### config.mk
export PLATFORM = sky130hd
export DESIGN_NAME = pipe_ctrl
export DESIGN_NICKNAME = d
export VERILOG_FILES = /design/src/rtl/pipe_ctrl.sv
export SDC_FILE = /design/constraint.sdc
export NUM_CORES = 1
export LEC_CHECK = 0
export BUFFER_PORTS_ARGS = -buffer_cell sky130_fd_sc_hd__buf_4
export CAP_MARGIN = 40
export CORE_ASPECT_RATIO = 1.25
export CORE_MARGIN = 3
export CORE_UTILIZATION = 54
export CTS_BUF_LIST = sky130_fd_sc_hd__clkbuf_4
export CTS_CLUSTER_DIAMETER = 50
export DETAILED_ROUTE_END_ITERATION = 6
export PLACE_DENSITY_LB_ADDON = 0.12
export SYNTH_ARGS = -nofsm -noshare
export SYNTH_HDL_FRONTEND = slang
export SYNTH_SLANG_ARGS = --single-unit
### constraint.sdc
create_clock -name clk -period 2.6 [get_ports clk]
set_clock_uncertainty 0.05 [all_clocks]
set_input_delay 0.26 -clock clk [delete_from_list [all_inputs] [get_ports clk]]
set_output_delay 0.26 -clock clk [all_outputs]
set_load 0.02 [all_outputs]
### src/rtl/pipe_ctrl.sv
`default_nettype none
// ============================================================================
// Module   : pipe_ctrl
// Brief    : RV64 pipeline control. Owns the fetch PC, turns EX jump/hold
//            requests into IF/ID + ID/EX flush/stall, halts on misaligned
//            jump targets. Optional perf counters via PIPE_CTRL_PERF_EN.
// Revision : 1.0 - initial release
// ============================================================================
module pipe_ctrl #(
  parameter logic [63:0] RESET_PC     = 64'h8000_0000,
  parameter int unsigned FLUSH_CYCLES = 1
) (
  input  logic        clk,
  input  logic        rst,
  input  logic        jump_en_i,
  input  logic [63:0] jump_addr_i,
  input  logic        hold_flag_i,
  output logic [63:0] pc_o,
  output logic        flush_o,
  output logic        stall_o,
  output logic        halt_o,
`ifdef PIPE_CTRL_PERF_EN
  output logic [63:0] cycle_cnt_o,
  output logic [63:0] redirect_cnt_o,
  output logic [63:0] stall_cnt_o,
`endif
  output logic [63:0] bad_addr_o
);

  localparam logic [1:0] ST_RUN   = 2'd0;
  localparam logic [1:0] ST_FLUSH = 2'd1;
  localparam logic [1:0] ST_HALT  = 2'd2;

  localparam logic [2:0] FLUSH_INIT = 3'(FLUSH_CYCLES - 1);

  logic [1:0]  state_q, state_d;
  logic [2:0]  cnt_q, cnt_d;
  logic [63:0] pc_q, pc_d;
  logic [63:0] bad_q, bad_d;
  logic        flush, stall;
  logic        aligned;
  logic        redirect;

  assign aligned = (jump_addr_i[1:0] == 2'b00);

  always_comb begin
    state_d  = state_q;
    cnt_d    = cnt_q;
    pc_d     = pc_q;
    bad_d    = bad_q;
    flush    = 1'b0;
    stall    = 1'b0;
    redirect = 1'b0;
    case (state_q)
      ST_RUN: begin
        if (jump_en_i && !aligned) begin
          flush   = 1'b1;
          bad_d   = jump_addr_i;
          state_d = ST_HALT;
        end else if (jump_en_i) begin
          // Jump beats a simultaneous hold: the holding instruction retires.
          flush    = 1'b1;
          redirect = 1'b1;
          pc_d     = jump_addr_i;
          if (FLUSH_CYCLES > 1) begin
            state_d = ST_FLUSH;
            cnt_d   = FLUSH_INIT;
          end
        end else if (hold_flag_i) begin
          stall = 1'b1;
        end else begin
          pc_d = pc_q + 64'd4;
        end
      end
      ST_FLUSH: begin
        // Requests are ignored while NOPs are still draining through ID/EX.
        flush = 1'b1;
        pc_d  = pc_q + 64'd4;
        cnt_d = cnt_q - 3'd1;
        if (cnt_q == 3'd1) begin
          state_d = ST_RUN;
        end
      end
      ST_HALT: begin
        flush = 1'b1;
        stall = 1'b1;
      end
      default: begin
        state_d = ST_RUN;
      end
    endcase
  end

  always_ff @(posedge clk or negedge rst) begin
    if (!rst) begin
      state_q <= ST_RUN;
      cnt_q   <= 3'd0;
      pc_q    <= RESET_PC;
      bad_q   <= 64'd0;
    end else begin
      state_q <= state_d;
      cnt_q   <= cnt_d;
      pc_q    <= pc_d;
      bad_q   <= bad_d;
    end
  end

  assign pc_o       = pc_q;
  assign bad_addr_o = bad_q;
  assign flush_o    = flush;
  assign stall_o    = stall;
  assign halt_o     = (state_q == ST_HALT);

`ifdef PIPE_CTRL_PERF_EN
  logic [63:0] cycle_cnt_q, redirect_cnt_q, stall_cnt_q;

  always_ff @(posedge clk or negedge rst) begin
    if (!rst) begin
      cycle_cnt_q    <= 64'd0;
      redirect_cnt_q <= 64'd0;
      stall_cnt_q    <= 64'd0;
    end else begin
      if (!halt_o) begin
        cycle_cnt_q <= cycle_cnt_q + 64'd1;
      end
      if (redirect) begin
        redirect_cnt_q <= redirect_cnt_q + 64'd1;
      end
      if (stall && !halt_o) begin
        stall_cnt_q <= stall_cnt_q + 64'd1;
      end
    end
  end

  assign cycle_cnt_o    = cycle_cnt_q;
  assign redirect_cnt_o = redirect_cnt_q;
  assign stall_cnt_o    = stall_cnt_q;
`endif

endmodule
`default_nettype wire

### Word level (Yosys, flattened, before mapping)

Index checks and enable logic that the tools add are counted.

* $add $sub $neg: 2
* equality and inequality tests: 7
* mux-type cells: 14
* bitwise gates (word level): 1
* reduce and logical (&&, ||, !) cells: 9

Operators by type and width (number)
* $mux W64: 3
* $pmux W64 S2: 1
* $add A64 B3 Y64 const B: 1
* $ne A2 B2 Y1 const B: 3
* $pmux W2 S3: 1
* $reduce_and A3 Y1: 2
* $mux W1: 5
* $logic_not A2 Y1: 2
* $mux W2: 2
* $pmux W1 S2: 2
* $eq A3 B1 Y1 const B: 1
* $ne A3 B3 Y1 const B: 1
* $sub A3 B1 Y3 const B: 1
* $eq A2 B1 Y1 const B: 1
* $eq A2 B2 Y1 const B: 1
* $reduce_and A2 Y1: 1
* $reduce_bool A2 Y1: 1
* $reduce_or A2 Y1: 1
* $logic_and A1 B1 Y1: 1
* $logic_not A1 Y1: 1
* $not A1 Y1: 1

* flip-flop bits (word level): 133
* logic and storage cells: 37

### Longest topological paths before layout

* depth after elaboration: 5
* mapped depth: 8

### Least setup slack after synthesis

OpenSTA, ideal clock, no wires.

* kind: register to register
* from: reg pc_q[27] (netlist: pc_o[27])
* to: reg pc_q[58] (netlist: pc_o[58])
* arrival time: 2.091 ns
* setup slack: 0.336 ns
* cell stages (with the launch flop): 8
* path through: dfrtp_1 buf_2 nand4_2 or4_4 nor4_4 nand3_1 a31oi_1 nand2_1

* longest elaborated chain between the ends: 5

RTL lines
* start, declared: line 38 `logic [63:0] pc_q, pc_d;`
* start signal, assigned: line 103 `pc_q <= pc_d;`
* $add A64 B3 Y64 (*): line 72, 78
* $mux W64: line 69 `end else if (hold_flag_i) begin`
* $mux W64: line 60 `end else if (jump_en_i) begin`
* $mux W64: line 56 `if (jump_en_i && !aligned) begin`
* $pmux W64 S2 (*): line 54 `case (state_q)`

Mark *: on every way between the ends. The rest lies on a longest branch, timed or not. The select of a mux whose other input is x is not followed.
A chain may end at the register's enable or synchronous reset.

### Worst setup path in the final report

* from: reg pc_q[5] (netlist: pc_o[5])
* to: reg pc_q[25] (netlist: pc_o[25])

The elaborated chain is that of the path after synthesis.

==> metrics.md <==
| Metric | Value |
|---|---|
| Routed Antenna Nets | 0 |
| Initial antenna violation count | 1 |
| Grt ovf | 0 |
| Post-synth top area cell | dfrtp_1 |
| Post-DR vias/cell | 6.09 |
| Setup TNS | 0 ns |
| RSZ-0062 raised after global routing | false |
| Setup bufs post-CTS | 0 |
| Syn_nets | 725 |
| Asr flop ratio synth | 100% |
| Yosys reg bits | approximately 130 |
| P_leak | 4.36 nW |
| Peak VDD IR | approximately 0.34 mV |
| Residual DRC | 0 |
| Design Area, Final | 9350 µm² |
| Worst hold margin | 0.222 ns |
| Startpoint Class | register |
| Area Overhead vs Synth | 40.1% |
| Initial drt markers | approximately 350 |
| Power density cells | 515 nW/µm² |
| Worst Path Buf+Inv | 0 |
| Min Clock Period, post-route | 2.47 ns |
| Starting Density | 56.4% |
| Cell Area, Synth | around 6700 µm² |
| Synth area leaders | dfrtp_1 48%, mux2_2 10%, o22ai_1 4.7% |
| GPL Wtd Cong | roughly 0.9 |
| Syn Area/Cell | approximately 10 µm² |
| Number of max-cap violations | 0 |
| Via Count | 6648 |
| WL final | 21400 µm |
| Rel. slew slack | ~53% |
| Number of flops mapped to enable cells by yosys | 0 |
| Fin util | roughly 79% |
| Die Wd | 105 µm |
| Dpl ws | about 0.24 ns |
| Slew Limit Fails | 0 |
| Chip Height | approximately 130 µm |
| Final #Nets | between 900 and 1000 |
| Skew-Pair Late Insertion Delay | roughly 0.54 ns |
| Final WS setup | 0.126 ns |
| CTS Buffer Depth | 2 |
| Syn Inst Count | around 660 |
| Multi-input gate area | around 3300 µm² |
| IO buf count | between 150 and 200 |
| Layout cell share with drive strength beyond 1 | about a third |
| Tot GR Track Use | a little under a third |
| Top delay family on crit path | simple AND/OR/NAND/NOR gates |
| Dpl cells | 992 |
| Setup violations, final | 0 |
| Hold Violations, Final | 0 |
| Largest net degree at the start of global routing | 70 |
| Placed cell area | roughly 8400 µm² |
| Global-route wire length before repair | approximately 34000 µm |
| Delay of the slowest critical-path stage | roughly 0.63 ns |
| Post-synth top cells | 128 x dfrtp_1, 62 x mux2_2, 60 x nand2_1, 51 x a21oi_1, 50 x o22ai_1 |
| Final non-filler cell total | around 1100 |
| Clk pin slew, worst setup/hold paths | around 0.12 ns |
| H-tree depth | 4 |
| Post-synthesis sequential area ratio | just under 50% |
| Outcome | complete, no violations |
| Vias in the first global route | 6801 |
| CTS buffer count | 17 |
| Worst EP required | just under 3 ns |
| Crit Path Class | reg2reg |
| Ports | 199 |
| Register area | about 3200 µm² |
| Slew @ Worst Pin | roughly 0.7 ns |
| Worst path slowest cell | or4_1 |
| CP max FO | 10 |
| CTS tree | yes |
| Root Driver | clkbuf_4 |
| Post-synth top flop | dfrtp_1 |
| Final worst path period share | 95.2% |
| Max Clock Freq | slightly above 400 MHz |
| Hpwl dp | 14100 µm |
| Sink Count | roughly 130 |
| Worst setup EP type | register |
| Top-count cell post-synth | dfrtp_1 |
| Hold Crit Class | in2reg |
| Total Power | 4.82 mW |
| Cell variety after synth | 54 |
| Pre-antenna DRT Iters | 5 |
| Critical Path AT | between 2 and 3 ns |
| Rows | 44 |
| Die area | around 14000 µm² |
| Std-Cell Core Area | ~12000 µm² |
| Post-synth top area share | 48.0% |
| Synthesis Warnings | 0 |
| Drt wl/cell | between 15 and 20 µm |
| Fill cell count | 784 |
| CP Cell Sequence | and4_1 > nand4_4 > or4_1 > nor2_1 > mux2i_1 > a21oi_1 |
## sequential cells by signal, summed over array words and instances, names as in the netlist
name	flops
state_q	1
pc_o	64
bad_addr_o	64
## cells in the final DEF, fill, tap and decap left out, types with 17 or more instances in the layout
cell	Yosys	final
buf_4	2	213
dfrtp_1	128	128
dlygate4sd3_1	0	67
mux2_2	62	62
nand2_1	60	59
a21oi_1	51	51
o22ai_1	50	50
nor2_1	44	43
nand3_1	28	28
mux2i_1	26	26
nand4_1	25	25
and3_1	18	18
clkbuf_4	0	17
## layer usage
metal / global-route usage (%) / part of all wire, % / vias up / routed length [µm]
li1: - / - / 3008 / -
met1: 35.9 / 37 / 3253 / 7970
met2: 57.2 / 52 / 331 / 11200
met3: 7.67 / 7.6 / 56 / 1640
met4: 12.0 / 2.9 / 0 / 630
met5: 0 / 0 / - / 0
## what timing repair did
| action | 4_1_cts | 5_1_grt |
|---|---|---|
| setup endpoints to repair | 0 | 0 |
| gates resized for setup | 0 | 0 |
| hold buffers | 67 | 0 |
| endpoints found under the hold margin | 184 | 0 |
## area by class of cell
class                      count  area share [%]
clock buffer                  17            1.36
antenna                        1          0.0268
clock inverter                14            2.02
sequential                   129            34.5
tap                          161            2.15
timing repair buffer         283            24.8
multi-input combinational    484            35.0
inverter                       2          0.0803
## worst reg2reg max path, cell delays in order, from the launching register on
cell and delay [ns]:
dfrtp_1 0.47, and4_1 0.40, nand4_4 0.28, or4_1 0.64
nor2_1 0.15, mux2i_1 0.23, a21oi_1 0.10
## cells by family after synthesis
kind of cell / share of synthesized area, %
compound gates: 14.1
fa+ha+maj: 0.187
buf+inv: 2.70
flops: 48.4
mux: 14.5
simple gates: 20.1
## final timing paths
check	start	end	slack, ns	cells after the start
max	pc_o[5]$_DFFE_PN0P_	pc_o[25]$_DFFE_PN0P_	0.13	6
min	hold_flag_i	pc_o[38]$_DFFE_PN0P_	0.22	5
max reg2reg	pc_o[5]$_DFFE_PN0P_	pc_o[25]$_DFFE_PN0P_	0.13	6
min reg2reg	bad_addr_o[1]$_DFFE_PN0P_	bad_addr_o[1]$_DFFE_PN0P_	0.46	2
max in group asynchronous	rst	bad_addr_o[46]$_DFFE_PN0P_	1.38	3
min in group asynchronous	rst	state_q[1]$_DFFE_PN0P_	0.24	2
## where the power goes
| group | leakage, nW | internal, mW | switching (mW) |
|---|---|---|---|
| sequential | 1.66 | 2.18 | 0.110 |
| clock | 0.167 | 0.758 | 0.785 |
| combinational | 2.53 | 0.492 | 0.496 |
| total | 4.36 | 3.43 | 1.39 |
(Power assumes the default switching activity.)
